### src/rtl/serial_pkg.sv
// serial_pkg: shared types and helpers for the UART transmitter/receiver pair
package serial_pkg;

    localparam int DATA_BITS = 8;

    typedef enum logic [2:0] {IDLE, START, DATA, STOP, WAIT_IDLE} rx_state_t;

    function automatic int clks_per_bit(input int freq, input int baud);
        return (freq + baud / 2) / baud;
    endfunction

endpackage

### src/rtl/sync_2ff.sv
// sync_2ff: two-flop synchroniser for an asynchronous single-bit input
//   clock   in  system clock
//   reset_n in  asynchronous active-low reset, loads RESET_VALUE into both flops
//   d       in  asynchronous input
//   q       out synchronised output (2 cycles of latency)
module sync_2ff #(
    parameter logic RESET_VALUE = 1'b0
) (
    input  logic clock,
    input  logic reset_n,
    input  logic d,
    output logic q
);

    logic meta;

    always_ff @(posedge clock or negedge reset_n) begin
        if (!reset_n) begin
            meta <= RESET_VALUE;
            q    <= RESET_VALUE;
        end else begin
            meta <= d;
            q    <= meta;
        end
    end

endmodule

### src/rtl/serial_receiver.sv
// serial_receiver: UART 8N1 receiver with valid/ready byte output
//   clock             in  system clock
//   reset_n           in  asynchronous active-low reset
//   serial_rx         in  raw asynchronous UART line, idle high
//   rx_data           out last received byte
//   rx_data_available out rx_data holds an unconsumed byte
//   rx_ready          in  consumer takes rx_data when high with rx_data_available
//   framing_error     out one-cycle pulse, stop bit sampled low
//   overrun           out one-cycle pulse, new byte replaced an unconsumed one
module serial_receiver
    import serial_pkg::*;
#(
    parameter int CLOCK_FREQ_HZ = 48_000_000,
    parameter int BAUD_RATE     = 115_200
) (
    input  logic                 clock,
    input  logic                 reset_n,
    input  logic                 serial_rx,
    output logic [DATA_BITS-1:0] rx_data,
    output logic                 rx_data_available,
    input  logic                 rx_ready,
    output logic                 framing_error,
    output logic                 overrun
);

    localparam int CLKS_PER_BIT = clks_per_bit(CLOCK_FREQ_HZ, BAUD_RATE);
    localparam int HALF_BIT     = CLKS_PER_BIT / 2;
    localparam int CW           = $clog2(CLKS_PER_BIT);
    localparam int BW           = $clog2(DATA_BITS);
    localparam logic [CW-1:0] HALF_LAST = CW'(HALF_BIT - 1);
    localparam logic [CW-1:0] BIT_LAST  = CW'(CLKS_PER_BIT - 1);
    localparam logic [BW-1:0] LAST_BIT  = BW'(DATA_BITS - 1);

    if (CLKS_PER_BIT < 4) begin : g_bad_rate
        $error("serial_receiver: CLKS_PER_BIT must be at least 4");
    end

    logic                 rx_s;
    rx_state_t            state;
    logic [CW-1:0]        clk_cnt;
    logic [BW-1:0]        bit_cnt;
    logic [DATA_BITS-1:0] shift;
    logic                 deliver;

    sync_2ff #(.RESET_VALUE(1'b1)) u_sync (
        .clock  (clock),
        .reset_n(reset_n),
        .d      (serial_rx),
        .q      (rx_s)
    );

    always_ff @(posedge clock or negedge reset_n) begin
        if (!reset_n) begin
            state             <= IDLE;
            clk_cnt           <= '0;
            bit_cnt           <= '0;
            shift             <= '0;
            deliver           <= 1'b0;
            rx_data           <= '0;
            rx_data_available <= 1'b0;
            framing_error     <= 1'b0;
            overrun           <= 1'b0;
        end else begin
            framing_error <= 1'b0;
            overrun       <= 1'b0;
            deliver       <= 1'b0;
            // A same-cycle rx_ready consumes the old byte, so only an unread one overruns.
            if (deliver) begin
                rx_data           <= shift;
                rx_data_available <= 1'b1;
                overrun           <= rx_data_available && !rx_ready;
            end else if (rx_data_available && rx_ready) begin
                rx_data_available <= 1'b0;
            end
            case (state)
                IDLE: begin
                    clk_cnt <= '0;
                    state   <= rx_s ? IDLE : START;
                end
                START: begin
                    clk_cnt <= (clk_cnt == HALF_LAST) ? '0 : clk_cnt + 1'b1;
                    bit_cnt <= '0;
                    if (clk_cnt == HALF_LAST) state <= rx_s ? IDLE : DATA;
                end
                DATA: begin
                    clk_cnt <= (clk_cnt == BIT_LAST) ? '0 : clk_cnt + 1'b1;
                    if (clk_cnt == BIT_LAST) begin
                        shift   <= {rx_s, shift[DATA_BITS-1:1]};
                        bit_cnt <= bit_cnt + 1'b1;
                        if (bit_cnt == LAST_BIT) state <= STOP;
                    end
                end
                STOP: begin
                    clk_cnt <= (clk_cnt == BIT_LAST) ? '0 : clk_cnt + 1'b1;
                    // Leaving at mid-stop lets a back-to-back start bit be caught.
                    if (clk_cnt == BIT_LAST) begin
                        deliver       <= rx_s;
                        framing_error <= !rx_s;
                        state         <= rx_s ? IDLE : WAIT_IDLE;
                    end
                end
                WAIT_IDLE: state <= rx_s ? IDLE : WAIT_IDLE;
                default:   state <= IDLE;
            endcase
        end
    end

endmodule

### config.mk
export PLATFORM = sky130hd
export DESIGN_NAME = serial_receiver
export DESIGN_NICKNAME = d
export VERILOG_FILES = /design/src/rtl/serial_pkg.sv /design/src/rtl/sync_2ff.sv /design/src/rtl/serial_receiver.sv
export SDC_FILE = /design/constraint.sdc
export NUM_CORES = 1
export LEC_CHECK = 0
export CORE_MARGIN = 8
export CORE_UTILIZATION = 35
export DETAILED_ROUTE_END_ITERATION = 10
export GPL_ROUTABILITY_DRIVEN = 0
export PLACE_DENSITY = 0.56
export SLEW_MARGIN = 20
export SYNTH_ARGS = -nofsm -noshare
export SYNTH_HDL_FRONTEND = slang
export SYNTH_SLANG_ARGS = --single-unit
### constraint.sdc
create_clock -name clock -period 2.3 [get_ports clock]
set_clock_uncertainty 0.05 [all_clocks]
set_input_delay 0.46 -clock clock [delete_from_list [all_inputs] [get_ports clock]]
set_output_delay 0.46 -clock clock [all_outputs]
set_load 0.005 [all_outputs]
# Yosys cells after proc, flatten, opt, wreduce, memory -nomap -nowiden
# Index checks and enable logic that the tools add are counted.
# Widths: inputs -> output; s select.
totals:
  regBits: 37
  in_bits: 4
classes:
  add_sub_neg: 2
  eq_ne: 11
  n_reduce_logical: 12
  mux: 20
op_table:
  columns: ["cell", "count"]
  rows:
  - ["$pmux 9 s3", 1]
  - ["$mux 3", 6]
  - ["$mux 9", 2]
  - ["$pmux 3 s5", 1]
  - ["$add 9x1->9 const B", 1]
  - ["$eq 9x8->1 const B", 1]
  - ["$eq 9x9->1 const B", 1]
  - ["$mux 1", 8]
  - ["$ne 2x2->1 const B", 4]
  - ["$eq 3x2->1 const B", 2]
  - ["$eq 3x3->1 const B", 2]
  - ["$pmux 3 s2", 1]
  - ["$reduce_and 2->1", 2]
  - ["$reduce_and 4->1", 1]
  - ["$reduce_bool 2->1", 2]
  - ["$add 3x1->3 const B", 1]
  - ["$eq 3x1->1 const B", 1]
  - ["$logic_not 3->1", 1]
  - ["$reduce_bool 3->1", 1]
  - ["$logic_and 1x1->1", 2]
  - ["$logic_not 1->1", 2]
  - ["$mux 2", 1]
  - ["$reduce_or 2->1", 1]

# Longest topological paths before layout
# Gate-level depths: netlist of run 1.
depth:
  depth_word: 4
  mapped_depth: 7

# Cells and area by module
# A second synthesis of run 1 with hierarchy kept.
hier_totals:
  cells_unflattened: 145
  hier_area_um2: 1685.4
by_module_without_submodules:
  columns: ["mod", "area_each_um2", "seq_area_each_um2", "instances", "cells_per_inst"]
  rows:
  - ["serial_receiver", 1632.8, 875.8, 1, 143]
  - ["sync_2ff", 52.6, 52.6, 1, 2]

# Worst setup path after synthesis of run 1
# Ideal clock, no wire load.
synth_path:
  path_type: "register to register"
  startpoint: "reg clk_cnt[0]"
  endpoint: "reg shift[4]"
  t_required_ps: 2125
  path_slack_ps: 617
  n_path_buf: 1
  path_stages_with_launch: 7
  period_less_slack_ps: 1683
  t_arrival_ps: 1508
  cell_sequence: "dfrtp_1 -> inv_1 -> ha_1 -> and4bb_2 -> nand4b_2 -> buf_2 -> mux2_2"
synth_via:
  elab_chain_cells: 2
synth_lines:
  columns: ["item", "line", "text"]
  rows:
  - ["start: declaration", "serial_receiver.sv:40", "logic [CW-1:0] clk_cnt;"]
  - ["start signal: assignment", "serial_receiver.sv:81", "clk_cnt <= (clk_cnt == HALF_LAST) ? '0 : clk_cnt + 1'b1;"]
  - ["start signal: assignment", "serial_receiver.sv:86", "clk_cnt <= (clk_cnt == BIT_LAST) ? '0 : clk_cnt + 1'b1;"]
  - ["start signal: assignment", "serial_receiver.sv:94", "clk_cnt <= (clk_cnt == BIT_LAST) ? '0 : clk_cnt + 1'b1;"]
  - ["$eq 9x9->1", "serial_receiver.sv:87", "if (clk_cnt == BIT_LAST) begin"]
  - ["$reduce_and 2->1 (no line)", null, null]
  - ["end signal: assignment", "serial_receiver.sv:88", "shift <= {rx_s, shift[DATA_BITS-1:1]};"]
  - ["end: declaration", "serial_receiver.sv:42", "logic [DATA_BITS-1:0] shift;"]
# No other way between the ends.
# A chain may end at the register's enable or synchronous reset.

# Worst setup path after layout of run 1
layout_path:
  startpoint: "reg clk_cnt[0]"
  endpoint: "reg shift[7]"
# The elaborated chain is that of the path after synthesis.

==> results of run 1 <==
[through the flow]
stage               cell area [um^2]  util, %  setup slack [ns]  instances
floorplan                       1740        -             0.617        148
global placement                1940     40.7             0.477        224
detailed placement              1940     40.7             0.412        224
CTS                             2020     42.6             0.392        232
global route                    2020     42.6             0.287        232
finish                          2020     42.6             0.421        232
[power groups by stage]
stage / combinational (mW) / clock [mW] / sequential (mW)
after global placement: 0.0184 / 0 / 0.668
after global routing: 0.0208 / 0.491 / 0.655
after detailed placement: 0.0192 / 0 / 0.668
after floorplan: 0.00157 / 0 / 0.667
after CTS: 0.0192 / 0.457 / 0.655
final: 0.0176 / 0.440 / 0.655
[layout by cell type, fill, tap and decap left out, drive strengths merged, types with 3 or more instances in the layout]
| cell | netlist | layout |
|---|---|---|
| o211ai | 3 | 3 |
| dfrtp | 35 | 35 |
| clkbuf | 2 | 5 |
| clkdlybuf4s50 | 0 | 13 |
| o21ai | 10 | 10 |
| inv | 4 | 4 |
| ha | 4 | 4 |
| a21oi | 3 | 3 |
| mux2 | 17 | 17 |
| nand3 | 7 | 7 |
| nand2 | 17 | 17 |
| nor3 | 5 | 5 |
| nor2 | 5 | 5 |
[critical path, cell delays in order (launching register included)]
cell      delay [ns]
dfrtp_1         0.41
inv_1           0.11
ha_1            0.18
and4bb_2        0.25
nand4b_2        0.36
mux2_2          0.40
[synthesized netlist by cell type (all sizes together), types with 3 or more instances]
| master | instances | share of area [%] |
|---|---|---|
| dfrtp | 35 | 50 |
| mux2 | 17 | 11 |
| nand2 | 17 | 3.7 |
| o21ai | 10 | 2.9 |
| nand3 | 7 | 2.0 |
| nor2 | 5 | 1.2 |
| nor3 | 5 | 1.7 |
| buf | 4 | 1.3 |
| ha | 4 | 2.9 |
| inv | 4 | 0.86 |
| a21oi | 3 | 0.86 |
| o211ai | 3 | 1.3 |
[registers in the layout (all words and copies together), names as in the netlist, 3 cells and up]
| register | flops |
|---|---|
| rx_data | 8 |
| bit_cnt | 3 |
| shift | 8 |
| clk_cnt | 9 |
| state | 3 |
[final cells by class]
type	count	area (um^2)	area share, %
repair buffers	15	143	7.05
clock inverters	3	17.5	0.866
multi-input cells	101	767	37.9
clock buffers	5	68.8	3.40
well taps	67	83.8	4.14
inverters	4	15.0	0.742
flip-flops and latches	37	928	45.9
[final timing paths]
check / slack [ns] / start / cells after the start / to
max in group asynchronous: 1.46 / reset_n / 1 / state[0]
min in group clock: 0.31 / u_sync.meta / 0 / u_sync.q
setup reg to reg: 0.42 / clk_cnt[0] / 5 / shift[7]
hold / removal: 0.20 / reset_n / 1 / clk_cnt[2]
setup / recovery: 0.42 / clk_cnt[0] / 5 / shift[7]
hold reg to reg: 0.31 / u_sync.meta / 0 / u_sync.q
[kinds of logic (layout without fill, tap and decap cells)]
| family | count (synthesis) | in the layout | synth area share (%) |
|---|---|---|---|
| fa+ha+maj | 4 | 4 | 2.88 |
| xor+xnor | 1 | 1 | 0.503 |
| compound gates | 25 | 25 | 10.1 |
| simple gates | 52 | 52 | 18.2 |
| buf+inv | 10 | 27 | 2.59 |
| flops | 37 | 37 | 53.3 |
| mux | 19 | 19 | 12.4 |
[routing by layer]
metal  part of all wire, %  wire, um  up-vias  GRT usage, %
met2                    46      1460       17          14.4
met3                   3.7       115        5          3.21
li1                      -         -      559             -
met5                     0         0        -             0
met1                    49      1540      543          12.3
met4                   1.1        34        0          3.60
==> summary.md, run 1 <==
| Metric | Value |
|---|---|
| Row count | `25` |
| Final Critical Period | `1.88 ns` |
| PortBufs | `14` |
| FILL cells | `447` |
| DIE WIDTH | `86.5 um` |
| Fin Hold WS | `0.200 ns` |
| Startpoint types | `flip-flop` |
| Logic pwr share | `1.6%` |
| Largest net degree at the start of global routing | `38` |
| Leak | `0.929 nW` |
| Sequential-to-total area share from yosys stat | `53.3%` |
| Crit path capture type | `flip-flop` |
| Mapped Cells | `148` |
| Hold WC Path Type | `in -> async` |
| Final setup vio count | `0` |
| Post-DRT Antenna Nets | `0` |
| Clock network power share | `39.6%` |
| Crit Path Max Fanout | `14` |
| Die Ht | `86.5 um` |
| CTS tree | `done` |
| Share of post-route cells with drive strength above 1 | `23.0%` |
| Register bit total from synthesis | `37` |
| Cell area after synthesis | `1740 um^2` |
| Overall power | `1.11 mW` |
| Fin crit share | `81.7%` |
| Layout Nets | `172` |
| Arr. time, crit path | `2.00 ns` |
| Postcts setup bufs | `0` |
| Switching share of power | `22.1%` |
| Post-synth ARST share | `100%` |
| Antenna Cells | `0` |
| Top achievable clock speed | `532 MHz` |
| Peak supply drop | `0.000310 V` |
| Final max-slew violation count | `0` |
| Grt ovf | `0` |
| H-tree depth | `2` |
| Max Root-Sink Buffers | `2` |
| 1st-iter DRT viols | `32` |
| DR vias/cell | `4.84` |
| Number of global-route vias before repair | `1196` |
| Max_cap viols | `0` |
| Main flop type after synthesis | `dfrtp_1` |
| Die area | `7480 um^2` |
| DRC violations left | `0` |
| Pwr dens | `550 nW/um^2` |
| Status | `finished, final reports clean` |
| WP data required | `2.42 ns` |
| TritonRoute pass-1 iters | `4` |
| Setup Crit Path Kind | `reg -> reg` |
| Core region area | `4750 um^2` |
| Area growth, synth to finish | `16.2%` |
| RSZ-0062 raised after global routing | `no` |
| CTS Buf Count | `5` |
| Total track usage | `9.56%` |
| First-pass GRT wire length | `5650 um` |
| Distinct cells, synth | `44` |
| Root buf cell | `clkbuf_8` |
| Final HPWL DP | `2170 um` |
| Final hold violations | `0` |
| EDFF count, synth | `0` |
| Initial antenna violation count | `0` |
| Top-Level Pins | `15` |
| Avg WL per Cell | `13.5 um` |
| Starting Density | `36.6%` |
| P_sw | `246 uW` |
| Hold Buf Count CTS | `0` |
| Via count | `1124` |
| Final setup TNS | `0 ns` |
| # resized after CTS | `0` |
| Part of the power in registers | `58.8%` |
| Internal power | `867 uW` |
| Clock sinks | `37` |
| Slew HR | `46.1%` |
| Post-Syn Nets | `156` |
| Clk slew on worst S/H paths | `0.08 ns` |
| Yosys warning count | `0` |
| Slew @ Worst Pin | `0.809 ns` |
| Clock Latency Late Sink | `0.29 ns` |
| WL final | `3140 um` |
| Mean Syn Cell Area | `11.8 um^2` |
Power figures use the tool's default switching activity.
==> run 2, diff against run 1 <==
PLACE_DENSITY = 0.58   (was 0.56)
clock period = 1.5 ns   (was 2.3 ns; I/O delays follow)
==> summary.md, run 2 (synthesis results as in run 1) <==
| Metric | Value |
|---|---|
| Starting Density | `36.6%` |
| Most frequent cells in the layout | `dfrtp_1, buf_4, nand2_1, mux2_2, dlygate4sd2_1` |
| Top flop regs | `clk_cnt (9), rx_data (8), shift (8)` |
| Pwr dens | `788 nW/um^2` |
| Hold WC Path Type | `reg -> reg` |
| Final hold violations | `0` |
| Clock Latency Late Sink | `0.28 ns` |
| Largest register FFs | `9` |
| Root buf cell | `clkbuf_8` |
| Commonest non-fill, non-tap cell in the layout | `dfrtp_1` |
| Via count | `1315` |
| Dpl cell area | `2120 um^2` |
| Post-layout util | `50.7%` |
| Peak supply drop | `0.000663 V` |
| RSZ-0062 raised after global routing | `yes` |
| CTS tree | `done` |
| Layout Nets | `201` |
| Internal power | `1.51 mW` |
| Failing checks | `setup timing` |
| Part of the power in registers | `52.9%` |
| CP max stage cell | `dfrtp_1` |
| Setup Crit Path Kind | `reg -> reg` |
| TritonRoute pass-1 iters | `4` |
| Die Ht | `86.5 um` |
| Final setup vio count | `21` |
| CP max stage delay | `0.40 ns` |
| DRC violations left | `0` |
| Final max-slew violation count | `0` |
| Overall power | `1.90 mW` |
| Register with the most flip-flops | `clk_cnt` |
| Logic pwr share | `1.9%` |
| Leak | `1.23 nW` |
| Share of post-route cells with drive strength above 1 | `44.8%` |
| Final HPWL DP | `2590 um` |
| Max_cap viols | `0` |
| First-pass GRT wire length | `6680 um` |
| Startpoint types | `flip-flop` |
| Antenna Cells | `0` |
| Grt ovf | `0` |
| Largest net degree at the start of global routing | `22` |
| DIE WIDTH | `86.5 um` |
| H-tree depth | `2` |
| Arr. time, crit path | `1.81 ns` |
| 1st-iter DRT viols | `77` |
| Max Root-Sink Buffers | `2` |
| Top achievable clock speed | `593 MHz` |
| Area growth, synth to finish | `38.4%` |
| Design area | `2410 um^2` |
| Crit path capture type | `flip-flop` |
| WP data required | `1.62 ns` |
| Clock sinks | `37` |
| Critical-path cell list | `ha_2 > and3_4 > a41oi_4 > or2_4 > mux2_4` |
| CTS Buf Count | `5` |
| R2r setup slk | `-0.19 ns` |
| Clock network power share | `45.2%` |
| Avg WL per Cell | `14.3 um` |
| Core region area | `4750 um^2` |
| Total track usage | `11.0%` |
| Switching share of power | `20.3%` |
| Row count | `25` |
| Initial antenna violation count | `0` |
| Final Critical Period | `1.69 ns` |
| Die area | `7480 um^2` |
| P_sw | `385 uW` |
| Status | `complete, but fails checks` |
| Post-DRT Antenna Nets | `0` |
| Crit Path Max Fanout | `8` |
| Clk slew on worst S/H paths | `0.08 ns` |
| Placed insts | `244` |
| Slew HR | `71.9%` |
| WL final | `3730 um` |
| Top-Level Pins | `15` |
| DR vias/cell | `5.04` |
| Post-layout worst setup margin | `-0.186 ns` |
| Slew @ Worst Pin | `0.422 ns` |
| Pre-CTS setup slack | `-0.206 ns` |
| Fin crit share | `112%` |
| Final std cells w/o fill | `261` |
| PortBufs | `14` |
| Number of global-route vias before repair | `1448` |
run 2: cell types whose count changed in the layout (fill, tap and decap cells not counted), sizes merged:
cell | before | now
buf | 2 | 29
clkdlybuf4s50 | 13 | 3
dlygate4sd2 | 0 | 7
dlymetal6s2s | 0 | 3
bufinv | 0 | 1
clkinv | 2 | 1
dlygate4sd3 | 0 | 1
nand4b | 1 | 2
run 2: cell type report:
type | instances | area (um^2)
clock buffers | 5 | 68.8
clock inverters | 3 | 46.3
fillers | 450 | 2350
inverters | 4 | 15.0
multi-input cells | 102 | 887
flip-flops and latches | 37 | 930
well taps | 67 | 83.8
repair buffers | 43 | 378
run 2: path summary, 6_finish.rpt:
path | startpoint | end | cells past startpoint
worst min-delay path | u_sync.meta | u_sync.q | 0
max in group asynchronous | reset_n | clk_cnt[4] | 3
worst max register to register | clk_cnt[1] | clk_cnt[0] | 5
worst max-delay path | clk_cnt[1] | clk_cnt[0] | 5
min in group asynchronous | reset_n | clk_cnt[2] | 2
worst min register to register | u_sync.meta | u_sync.q | 0
run 2: power groups by stage:
stage / Sequential, mW / Combinational [mW] / Clock, mW
4_1_cts: 1.00 / 0.0385 / 0.888
5_1_grt: 1.00 / 0.0418 / 0.926
3_3_place_gp: 1.02 / 0.0349 / 0
6_report: 1.00 / 0.0359 / 0.858
2_1_floorplan: 1.02 / 0.00241 / 0
3_5_place_dp: 1.02 / 0.0365 / 0
run 2: per-layer routing:
layer | vias to the layer above | global-route usage (%) | part of all wire (%)
met5 | - | 0 | 0
met4 | 0 | 3.44 | 0.51
met3 | 2 | 2.65 | 3.2
met2 | 30 | 20.0 | 56
met1 | 660 | 12.3 | 41
li1 | 623 | - | -
run 2: critical path, delay by kind of cell (launching register included):
family / cells / cell delay, ns
and+or+nand+nor: 2 / 0.51
DFF: 1 / 0.40
adders and majority gates: 1 / 0.20
AOI/OAI and AO/OA: 1 / 0.16
muxes: 1 / 0.25
run 2: through the flow:
stage	setup TNS [ns]	hold slack (ns)
finish	-2.57	0.308
global route	-4.19	0.317
CTS	-2.40	0.309
detailed placement	-2.95	0.214
global placement	-2.33	0.204
floorplan	-0.655	-0.0456
run 2: timing repair:
item	4_1_cts	5_1_grt
endpoints found under the setup margin	31	27
cloned	1	0
pin swaps	6	10
endpoints found under the hold margin	14	0
buffers inserted	3	4
hold buffers	1	0
resized for setup	16	21
